**config.mk**
```make
export PLATFORM = sky130hd
export DESIGN_NAME = uart_rx
export DESIGN_NICKNAME = d
export VERILOG_FILES = /design/src/rtl/uart_pkg.sv /design/src/rtl/sync_fifo.sv /design/src/rtl/uart_rx.sv
export SDC_FILE = /design/constraint.sdc
export NUM_CORES = 1
export LEC_CHECK = 0
export CORE_UTILIZATION = 65
export CTS_CLUSTER_SIZE = 40
export DETAILED_ROUTE_END_ITERATION = 8
export PLACE_DENSITY_LB_ADDON = 0.15
export SLEW_MARGIN = 20
export SYNTH_ARGS = -nofsm -noshare
export SYNTH_HDL_FRONTEND = slang
export SYNTH_SLANG_ARGS = --single-unit
```
**constraint.sdc**
```tcl
create_clock -name clk -period 9.13 [get_ports clk]
set_input_delay 2.739 -clock clk [delete_from_list [all_inputs] [get_ports clk]]
set_output_delay 2.739 -clock clk [all_outputs]
set_load 0.01 [all_outputs]
```
**src/rtl/uart_pkg.sv**
```systemverilog
// Shared UART definitions: receiver state encoding and the default bit timing.
package uart_pkg;

    localparam int unsigned UART_CLKS_PER_BIT = 868;
    localparam int unsigned UART_DATA_BITS    = 8;

    typedef enum logic [2:0] {
        IDLE      = 3'd0,
        START     = 3'd1,
        DATA      = 3'd2,
        STOP      = 3'd3,
        WAIT_HIGH = 3'd4
    } uart_rx_state_t;

endpackage

```
**src/rtl/sync_fifo.sv**
```systemverilog
// First-word-fall-through FIFO with registered head, flags and count.
module sync_fifo #(
    parameter int unsigned WIDTH = 8,
    parameter int unsigned DEPTH = 4
) (
    input  logic                     clk,
    input  logic                     rst,
    input  logic                     push,
    input  logic [WIDTH-1:0]         wdata,
    input  logic                     pop,
    output logic [WIDTH-1:0]         rdata,
    output logic                     valid,
    output logic                     full,
    output logic                     empty,
    output logic [$clog2(DEPTH):0]   count
);

    localparam int unsigned PTR_W = $clog2(DEPTH);
    localparam int unsigned CNT_W = PTR_W + 1;

    logic [WIDTH-1:0] mem [DEPTH];
    logic [PTR_W-1:0] wr_ptr;
    logic [PTR_W-1:0] rd_ptr;
    logic [PTR_W-1:0] rd_ptr_next;
    logic [CNT_W-1:0] count_next;
    logic [WIDTH-1:0] head_next;
    logic             push_ok;
    logic             pop_ok;

    // A full FIFO still accepts a push when a pop frees a slot in the same cycle.
    always_comb begin
        pop_ok      = pop && valid;
        push_ok     = push && (!full || pop_ok);
        rd_ptr_next = pop_ok ? rd_ptr + PTR_W'(1) : rd_ptr;
        count_next  = count + CNT_W'(push_ok) - CNT_W'(pop_ok);
        head_next   = (push_ok && (wr_ptr == rd_ptr_next)) ? wdata : mem[rd_ptr_next];
    end

    always_ff @(posedge clk) begin
        if (push_ok) begin
            mem[wr_ptr] <= wdata;
        end
    end

    always_ff @(posedge clk) begin
        if (rst) begin
            wr_ptr <= '0;
            rd_ptr <= '0;
            count  <= '0;
            valid  <= 1'b0;
            empty  <= 1'b1;
            full   <= 1'b0;
            rdata  <= '0;
        end else begin
            if (push_ok) begin
                wr_ptr <= wr_ptr + PTR_W'(1);
            end
            rd_ptr <= rd_ptr_next;
            count  <= count_next;
            valid  <= (count_next != '0);
            empty  <= (count_next == '0);
            full   <= (count_next == CNT_W'(DEPTH));
            if (push_ok || pop_ok) begin
                rdata <= head_next;
            end
        end
    end

endmodule

```
**src/rtl/uart_rx.sv**
```systemverilog
// 8N1 receiver: synchronizes and oversamples the RX line, buffers bytes in a FIFO.
module uart_rx
    import uart_pkg::*;
#(
    parameter int unsigned CLKS_PER_BIT = UART_CLKS_PER_BIT,
    parameter int unsigned FIFO_DEPTH   = 4
) (
    input  logic       clk,
    input  logic       rst,
    input  logic       i_rx,
    output logic [7:0] o_data,
    output logic       o_valid,
    input  logic       i_ready,
    output logic       o_frame_err,
    output logic       o_overrun,
    output logic       o_busy
);

    localparam int unsigned CNT_W = $clog2(CLKS_PER_BIT);
    localparam logic [CNT_W-1:0] CNT_HALF_LAST = CNT_W'(CLKS_PER_BIT / 2 - 1);
    localparam logic [CNT_W-1:0] CNT_BIT_LAST  = CNT_W'(CLKS_PER_BIT - 1);

    logic                          rx_meta;
    logic                          rx_s;
    uart_rx_state_t                state;
    uart_rx_state_t                state_next;
    logic [CNT_W-1:0]              cnt;
    logic [CNT_W-1:0]              cnt_next;
    logic [2:0]                    bit_idx;
    logic [2:0]                    bit_idx_next;
    logic [UART_DATA_BITS-1:0]     shreg;
    logic [UART_DATA_BITS-1:0]     shreg_next;
    logic                          push;
    logic                          pop;
    logic                          frame_err_next;
    logic                          overrun_next;
    logic                          fifo_full;
    logic                          fifo_empty;
    logic [$clog2(FIFO_DEPTH):0]   fifo_count;
    logic                          unused_fifo_status;

    assign pop                = o_valid && i_ready;
    assign unused_fifo_status = ^{fifo_empty, fifo_count};

    always_ff @(posedge clk) begin
        if (rst) begin
            rx_meta <= 1'b1;
            rx_s    <= 1'b1;
        end else begin
            rx_meta <= i_rx;
            rx_s    <= rx_meta;
        end
    end

    always_ff @(posedge clk) begin
        if (rst) begin
            state       <= IDLE;
            cnt         <= '0;
            bit_idx     <= '0;
            shreg       <= '0;
            o_frame_err <= 1'b0;
            o_overrun   <= 1'b0;
            o_busy      <= 1'b0;
        end else begin
            state       <= state_next;
            cnt         <= cnt_next;
            bit_idx     <= bit_idx_next;
            shreg       <= shreg_next;
            o_frame_err <= frame_err_next;
            o_overrun   <= overrun_next;
            o_busy      <= (state_next != IDLE);
        end
    end

    // Start bit is checked at mid-bit; every later sample is one full bit period on.
    always_comb begin
        state_next     = state;
        cnt_next       = cnt;
        bit_idx_next   = bit_idx;
        shreg_next     = shreg;
        push           = 1'b0;
        frame_err_next = 1'b0;
        overrun_next   = 1'b0;
        case (state)
            IDLE: begin
                if (!rx_s) begin
                    state_next = START;
                    cnt_next   = '0;
                end
            end
            START: begin
                if (cnt == CNT_HALF_LAST) begin
                    if (rx_s) begin
                        state_next = IDLE;
                    end else begin
                        state_next   = DATA;
                        cnt_next     = '0;
                        bit_idx_next = '0;
                    end
                end else begin
                    cnt_next = cnt + CNT_W'(1);
                end
            end
            DATA: begin
                if (cnt == CNT_BIT_LAST) begin
                    cnt_next   = '0;
                    shreg_next = {rx_s, shreg[UART_DATA_BITS-1:1]};
                    if (bit_idx == 3'd7) begin
                        state_next = STOP;
                    end else begin
                        bit_idx_next = bit_idx + 3'd1;
                    end
                end else begin
                    cnt_next = cnt + CNT_W'(1);
                end
            end
            STOP: begin
                if (cnt == CNT_BIT_LAST) begin
                    if (rx_s) begin
                        state_next   = IDLE;
                        push         = 1'b1;
                        overrun_next = fifo_full && !pop;
                    end else begin
                        state_next     = WAIT_HIGH;
                        frame_err_next = 1'b1;
                    end
                end else begin
                    cnt_next = cnt + CNT_W'(1);
                end
            end
            WAIT_HIGH: begin
                if (rx_s) begin
                    state_next = IDLE;
                end
            end
            default: begin
                state_next = IDLE;
            end
        endcase
    end

    sync_fifo #(
        .WIDTH (UART_DATA_BITS),
        .DEPTH (FIFO_DEPTH)
    ) u_fifo (
        .clk   (clk),
        .rst   (rst),
        .push  (push),
        .wdata (shreg),
        .pop   (pop),
        .rdata (o_data),
        .valid (o_valid),
        .full  (fifo_full),
        .empty (fifo_empty),
        .count (fifo_count)
    );

endmodule

```
After elaboration in Yosys (flattened, before gate mapping)
Memory sizes are Yosys's and may differ from the RTL's. A register that Yosys moved wholly into a read port is not among the register bits.
Index checks and enable logic that the tools add are counted.
- bits in latches: 0
- logic and storage cells: 81
- memories kept: 1
- bits in read-only memories: 0
- input bits: 4
- register bits: 38
- memory bits (writable): 32
- multipliers: 0
- mux-type cells: 26
- $lt $le $gt $ge: 0
- equal/unequal tests: 13
- reductions and logical operators: 18
- $add $sub $neg: 6
- div/mod/pow operators: 0
- shift-type cells: 0
- bitwise gates (word level): 3
- memory list (name ; words ; bits a word ; rd ports ; clocked after memory_dff ; write ports ; RTL line ; RTL):
    u_fifo.mem ; 4 ; 8 ; 1 ; 1 ; 1 ; sync_fifo.sv:21 ; logic [WIDTH-1:0] mem [DEPTH];
- operators by type and width (cell ; count):
    2-to-1 mux 10 bit ; 4
    one-hot mux 10 bit (4 select lines) ; 1
    2-to-1 mux 3 bit ; 11
    one-hot mux 3 bit (5 select lines) ; 1
    adder 10 x 1 -> 10 bit, second input constant ; 1
    == test 10 bit, second input constant ; 1
    == test 10 x 9 -> 1 bit, second input constant ; 1
    != test 2 bit, second input constant ; 5
    == test 3 bit, second input constant ; 3
    == test 3 x 2 -> 1 bit, second input constant ; 2
    2-to-1 mux 1 bit ; 6
    one-hot mux 3 bit (2 select lines) ; 1
    nonzero test 3 bit ; 2
    AND reduction 5 bit ; 1
    adder 2 x 1 -> 2 bit, second input constant ; 2
    logical AND 1 bit ; 4
    2-to-1 mux 2 bit ; 2
    AND reduction 2 bit ; 2
    nonzero test 4 bit ; 1
    OR reduction 4 bit ; 1
    adder 3 x 1 -> 3 bit ; 1
    adder 3 x 1 -> 3 bit, second input constant ; 1
    == test 3 x 1 -> 1 bit, second input constant ; 1
    logical NOT 3 bit ; 1
    6 further kinds ; 10

Depth between registers and ports, before layout
Gate-level depths: netlist of the first run.
- depth in word-level cells: 7
- depth in mapped cells: 12

Hierarchy
Synthesis of the first run repeated with hierarchy kept, for this count alone.
- cells, all modules: 345
- area, all modules: 3911.3 µm²
- by module, submodules not included (module ; instances ; cells an instance ; seq. area each (µm²) ; area each (µm²)):
    sync_fifo ; 1 ; 167 ; 1321.3 ; 2374.8
    uart_rx ; 1 ; 178 ; 580.6 ; 1536.5

Least setup slack after synthesis of the first run
Ideal clock, no wire load.
- path kind: input-to-reg
- from: input port i_ready
- to: register u_fifo.valid
- buffers on the path: 2
- data arrival time: 4713 ps
- stages on the path: 12
- path slack: 4285 ps
- cell sequence: buf_2 nand2_2 clkinv_1 clkbuf_1 ha_1 inv_1 ha_1 fa_1 xor2_1 xnor2_1 nand2b_1 o21ai_0
- cells in the longest elaborated chain, start to end: 7
- ends and longest elaborated chain (what ; RTL line ; RTL):
    from (decl) ; uart_rx.sv:13 ; input logic i_ready,
    logical AND 1 bit * ; uart_rx.sv:42 ; assign pop = o_valid && i_ready;
    logical AND 1 bit * ; sync_fifo.sv:32 ; pop_ok = pop && valid;
    logical OR 1 bit ; sync_fifo.sv:33 ; push_ok = push && (!full || pop_ok);
    logical AND 1 bit ; sync_fifo.sv:33 ;
    adder 3 x 1 -> 3 bit ; sync_fifo.sv:35 ; count_next = count + CNT_W'(push_ok) - CNT_W'(pop_ok);
    subtractor 3 x 1 -> 3 bit * ; sync_fifo.sv:35 ;
    nonzero test 3 bit * ; sync_fifo.sv:60 ; valid <= (count_next != '0);
    to (signal assigned) ; sync_fifo.sv:60 ;
    to (decl) ; sync_fifo.sv:12 ; output logic valid,
Every way passes the cells marked *; elsewhere a longest branch is shown, timed or not.
A chain may end at the register's enable or synchronous reset.

Worst setup path in the final report of the first run
- from: input port i_ready
- to: register u_fifo.full
- cells in the longest elaborated chain, start to end: 7
- ends and longest elaborated chain (what ; RTL line ; RTL):
    logical AND 1 bit * ; uart_rx.sv:42 ;
    logical AND 1 bit * ; sync_fifo.sv:32 ;
    logical OR 1 bit ; sync_fifo.sv:33 ;
    logical AND 1 bit ; sync_fifo.sv:33 ;
    adder 3 x 1 -> 3 bit ; sync_fifo.sv:35 ;
    subtractor 3 x 1 -> 3 bit * ; sync_fifo.sv:35 ;
    == test 3 bit * ; sync_fifo.sv:62 ; full <= (count_next == CNT_W'(DEPTH));
    to (signal assigned) ; sync_fifo.sv:62 ;
    to (decl) ; sync_fifo.sv:13 ; output logic full,
Marks and branches as above.

==> out/metrics.cfg, run 1 <==
[floorplanning]
pin_count = 16
initial_utilization_pct = 68.5
die_area_mm2 = 0.00619
num_rows = 27
die_x_um = 78.6
die_y_um = 78.6
core_area_mm2 = 0.00557

[run]
drv_cap = 0

[cts]
cts_buffer_depth = 2
path_clk_slew_ps = 80
cts-root-buf = clkbuf_8
cts.sinks = 78
clk_latency_ps = 360
cts_repair_resize_count = 0
htreeDepth = 3
numCtsBuffers = 9
post-cts-setup-buffers = 0
postCtsHoldBufs = 0
cts_tree = built

[synthesis]
synth_xor_xnor_area_share_pct = 1.38
yosys.area_share.adder_pct = 3.80
ys_warn_count = 0
syn_nets = 375
synth_top_family_by_area = simple AND/OR/NAND/NOR gates
synth_simple_gate_area_share_pct = 18.4
synthArstFlopShare_pct = 0
synthMuxAreaShare_pct = 5.87
seq_area_frac_synth_pct = 49.3
yosysUniqueCellTypes = 65
synth_enable_flop_cells = 32
synth.avg_cell_area_um2 = 10.6
synth_flop_cell = dfxtp_1
synth_seq_cells = 78
synth.cell_area_mm2 = 0.00382
synth_compound_area_share_pct = 17.1
postSynthCellCount = 360

[grt]
grt_usage_pct = 27.7
grt_max_degree = 39
grt_pass1_wl_mm = 12.8
first_global_vias = 2629
antenna_found_initial = 0
overflow = 0

[worst_setup_path]
crit_path_frequent_cell = ha_1
critical_path_required_ps = 9410
crit_chain = clkdlybuf4s50_1 -> nand2_2 -> clkinv_1 -> ha_1 -> inv_1 -> ha_1 -> fa_1 -> xor2_1 -> xnor2_1 -> nand2b_1 -> nor3_1
cp_top_family = buffers and inverters
path_class = in -> reg
cp_max_fo = 21
critPathArrivalTime_ps = 5930
critical_path.max_stage_delay_ps = 590
cp-start-kind = input pin
cp-end-kind = flop
crit_buf_inv = 3
cp_slowest_cell = clkinv_1

[timing]
setup_violations = 0
clock.fmax_mhz = 177
min_period_over_period_pct = 61.9
tns_ps = 0
slew_viol_final = 0
final-hold-violation-count = 0
period_minus_slack_ps = 5650
rsz0062_at_grt = false
worst_pin_slew_ps = 1010
skew_ps = 6.76
slew-limit-headroom_pct = 32.7
hold_ws_ps = 419

[routing]
route.detailed.drc = 0
via_per_inst = 6.50
antenna_left = 0
wire_per_inst_um = 18.1
drt-total-wl_mm = 8.00
vias = 2866
drtIter0Drc = 282
drt_pass1_iterations = 6

[power]
p_total_uw = 699
leakagePower_nw = 1.47
power_density_mw_per_mm2 = 166
ir_worst_vdd_mv = 0.133

[layout]
fin_cells = 441
multi_input_area_mm2 = 0.00178
ff_latch_area_mm2 = 0.00188
fillers = 380
nets = 379
diodes = 0
area_growth_syn_to_layout_pct = 10.2
drive_gt1_share_pct = 12.2

[outcome]
status = complete, no violations

[placed_design]
portBuffers = 15
gp_congestion = 0.776
hpwl_mm = 5.07
dp_cells = 425

[worst_hold_path]
hold_path_class = reg -> reg

[worst paths after layout]
check               start           to  depth (start not counted)  slack [ps]
min reg2reg       rx_meta         rx_s                          1         420
min               rx_meta         rx_s                          1         420
max               i_ready  u_fifo.full                         11        3480
max reg2reg  u_fifo.valid  u_fifo.full                         10        6020
[routing by layer]
metal,vias to the layer above,share of wire (%),track usage (%)
met5,-,0,0
li1,1368,-,-
met3,18,6.5,5.35
met2,104,45,41.1
met1,1376,47,39.1
met4,0,2.2,12.4
[per-stage QoR]
step / area (um2) / utilization (%) / setup WS (ps)
floorplan: 3820 / - / 4290
global placement: 3950 / 70.9 / 3270
detailed placement: 3950 / 70.9 / 3160
CTS: 4210 / 75.5 / 3530
global route: 4210 / 75.5 / 3230
finish: 4210 / 75.5 / 3480
[worst register-to-register path: stages, from the launching register on]
cell	delay, ps
dfxtp_1	400
nand2_2	400
clkinv_1	590
ha_1	490
inv_1	40
ha_1	200
fa_1	370
xor2_1	170
xnor2_1	130
nand2b_1	100
nor3_1	150
[state kept, by name (all words and copies together) (netlist names)]
name / count
bit_idx: 3
cnt: 10
o_busy: 1
o_frame_err: 1
o_overrun: 1
rx_meta: 1
rx_s: 1
shreg: 8
state: 3
u_fifo.count: 3
u_fifo.full: 1
u_fifo.mem: 32
u_fifo.rd_ptr: 2
u_fifo.rdata: 8
u_fifo.valid: 1
u_fifo.wr_ptr: 2
[area by class of cell]
type | instances | area share, %
Multi-Input combinational cell | 247 | 42.3
Inverter | 12 | 1.07
Clock inverter | 6 | 2.77
Sequential cell | 78 | 44.7
Timing Repair Buffer | 16 | 3.75
Clock buffer | 10 | 3.27
Tap cell | 72 | 2.14
[kinds of logic (layout without fill, tap and decap cells)]
group           Yosys count  count (layout)
buf+inv                  35              44
xor+xnor                  6               6
flops                    78              78
compound gates           90              90
simple gates            120             120
mux                      20              20
fa+ha+maj                11              11
[Yosys cell counts, types with 2 or more instances]
library cell  number  area (um2)
nand3_1           10        50.1
ha_1              10         125
or2_2              2        12.5
nand4_1            7        43.8
a21oi_1           17        85.1
nand3b_1           3        22.5
nand2_1           11        41.3
and3_1             8        50.1
a221o_1            5        50.1
a22oi_1            5        37.5
a31oi_1            2        12.5
o21ai_0           19        95.1
nor2b_1            4        25.0
a211oi_1           5        37.5
buf_2              9        45.0
and2_1             3        18.8
inv_1             11        41.3
o22ai_1            8        50.1
xnor2_1            3        26.3
nor3_1            15        75.1
o221ai_1           8        70.1
dfxtp_1           46         921
a31o_2             2        17.5
clkbuf_1          11        41.3
nand4b_1           2        17.5
a211o_1            3        26.3
nand2b_1           6        37.5
buf_4              2        15.0
mux2i_1           10         100
edfxtp_1          32         961
nor2_1            26        97.6
mux2_2             8        90.1
nor3b_1           11        82.6
xor2_1             3        26.3
a21o_1             2        15.0
o211a_1            2        20.0
[power by group]
part / total, mW / switching, mW / leakage (nW) / internal (mW)
combinational: 0.0124 / 0.00752 / 0.674 / 0.00484
sequential: 0.362 / 0.00200 / 0.668 / 0.360
clock: 0.324 / 0.133 / 0.127 / 0.191
[cells in the final DEF (no fill, tap or decap), types with 7 or more instances in the layout]
cell / n
a21oi_1: 17
and3_1: 8
clkbuf_8: 10
clkdlybuf4s50_1: 15
dfxtp_1: 46
edfxtp_1: 32
ha_1: 10
inv_1: 11
mux2_2: 8
mux2i_1: 10
nand2_1: 11
nand3_1: 10
nand4_1: 7
nor2_1: 26
nor3_1: 15
nor3b_1: 11
o21ai_0: 19
o221ai_1: 8
o22ai_1: 8
(Power assumes the default switching activity.)
==> inputs of run 2 (changes only) <==
--- a/config.mk
+++ b/config.mk
@@ -5,7 +5,7 @@
 export SDC_FILE = /design/constraint.sdc
 export NUM_CORES = 1
 export LEC_CHECK = 0
-export CORE_UTILIZATION = 65
+export CORE_UTILIZATION = 54
 export CTS_CLUSTER_SIZE = 40
 export DETAILED_ROUTE_END_ITERATION = 8
 export PLACE_DENSITY_LB_ADDON = 0.15
==> constraint.sdc (replaced) <==
create_clock -name clk -period 5 [get_ports clk]
set_input_delay 1.5 -clock clk [delete_from_list [all_inputs] [get_ports clk]]
set_output_delay 1.5 -clock clk [all_outputs]
set_load 0.01 [all_outputs]
==> run 2 against run 1 <==
Effect of this change: setup slack worse by 2200 ps; total power up 78%; die area up 20%; clock skew up 2.1 ps; global-route usage down 5.9 points; register-to-register slack worse by 3500 ps.
==> out/metrics.cfg, run 2 (synthesis results as in run 1) <==
[floorplanning]
die_area_mm2 = 0.00741  ; +20%
die_x_um = 86.1  ; +9.5%
core_area_mm2 = 0.00679  ; +22%
die_y_um = 86.1  ; +9.5%
initial_utilization_pct = 56.2  ; -12 points
pin_count = 16  ; unchanged
num_rows = 30  ; +11%

[worst_setup_path]
critical_path_required_ps = 5270  ; -4140 ps
cp-start-kind = input pin
cp_max_fo = 21  ; unchanged
cp-end-kind = flop
critPathArrivalTime_ps = 4030  ; -1900 ps
path_class = in -> reg
rr_worst_depth = 9  ; -1

[layout]
largest_register_ff_count = 32  ; unchanged
final_common_cell = dfxtp_1
layout_common_cells = dfxtp_1, edfxtp_1, nor2_1
regMostFlops = u_fifo.mem
diodes = 0  ; unchanged
reg.largest.list = u_fifo.mem: 32 flops, cnt: 10 flops
drive_gt1_share_pct = 12.2  ; -0.033 points
nets = 380  ; +0.26%
area_growth_syn_to_layout_pct = 10.7

[power]
p_total_mw = 1.24  ; +78%
ir_worst_vdd_mv = 0.183  ; +38%
leakagePower_nw = 1.46  ; -0.65%
power_density_mw_per_mm2 = 294  ; +77%

[routing]
drtIter0Drc = 181  ; -36%
antenna_left = 0  ; unchanged
drt_pass1_iterations = 4  ; -2
vias = 2792  ; -2.6%
wire_per_inst_um = 16.0  ; -12%
route.detailed.drc = 0  ; unchanged
drt-total-wl_mm = 7.46  ; -6.8%
via_per_inst = 5.99  ; -7.8%

[cts]
cts-root-buf = clkbuf_8
path_clk_slew_ps = 70  ; about the same
cts_repair_resize_count = 0  ; unchanged
post-cts-setup-buffers = 0  ; unchanged
cts_buffer_depth = 2  ; unchanged
cts.sinks = 78  ; unchanged
htreeDepth = 3  ; unchanged
cts_tree = built
numCtsBuffers = 9  ; unchanged
postCtsHoldBufs = 0  ; unchanged
clk_latency_ps = 350  ; about the same

[placed_design]
portBuffers = 15  ; unchanged
hpwl_mm = 4.90  ; -3.5%
gp_congestion = 0.839  ; +8.0%

[timing]
slew-limit-headroom_pct = 34.4  ; +1.7 points
skew_ps = 8.90  ; +2.14 ps
tns_ps = 0  ; unchanged
clock.fmax_mhz = 266
setup_violations = 0  ; unchanged
rsz0062_at_grt = false
min_period_over_period_pct = 75.2
slew_viol_final = 0  ; unchanged
period_minus_slack_ps = 3760
worst_pin_slew_ps = 983  ; -25.4 ps
final-hold-violation-count = 0  ; unchanged

[grt]
first_global_vias = 2525  ; -4.0%
grt_max_degree = 39  ; unchanged
overflow = 0  ; unchanged
antenna_found_initial = 0  ; unchanged
grt_usage_pct = 21.8  ; -5.9 points
grt_pass1_wl_mm = 12.3  ; -3.9%

[outcome]
status = complete, no violations

[worst_hold_path]
min_path_cells = 1  ; unchanged
hold_path_class = reg -> reg

[run]
drv_cap = 0  ; unchanged

==> run 2: metrics by stage <==
stage	std cells	instance area [um2]	hold WS (ps)	setup slack [ps]	util, %
finish	466	4230	411	1240	62.2
global route	466	4230	433	1000	62.2
floorplan	360	3820	389	1390	-
CTS	466	4230	416	1240	62.2
global placement	450	3990	391	958	58.7
detailed placement	450	3990	398	878	58.7
==> run 2: final cells by class <==
| cell class | instances | area [um2] |
|---|---|---|
| fillers | 562 | 2560 |
| inverters | 12 | 45.0 |
| clock inverters | 6 | 110 |
| well taps | 96 | 120 |
| clock buffers | 10 | 128 |
| flip-flops and latches | 78 | 1880 |
| multi-input cells | 247 | 1780 |
| repair buffers | 17 | 165 |
==> run 2: final timing paths <==
kind	slack, ps	endpoint	from
max	1240	u_fifo.full	i_ready
min	410	rx_s	rx_meta
max reg2reg	2540	u_fifo.full	u_fifo.valid
min reg2reg	410	rx_s	rx_meta
==> run 2: metal layers <==
layer / share of wire (%) / vias to the layer above / GRT usage [%]
li1: - / 1372 / -
met1: 46 / 1329 / 28.2
met5: 0 / - / 0
met2: 47 / 73 / 35.5
met3: 4.2 / 18 / 3.27
met4: 2.6 / 0 / 11.4
==> run 2: critical path: stages <==
cell             delay, ps
clkdlybuf4s50_1        530
nand2_2                400
clkinv_1               160
ha_1                   300
inv_1                   40
ha_1                   200
fa_1                   370
xor2_1                 180
xnor2_1                140
nand2b_1               100
nor3_1                 120
==> run 2: power breakdown <==
part           switching [mW]  internal, mW
clock network           0.227         0.331
registers             0.00347         0.658
logic                  0.0131       0.00876
total                   0.244         0.998
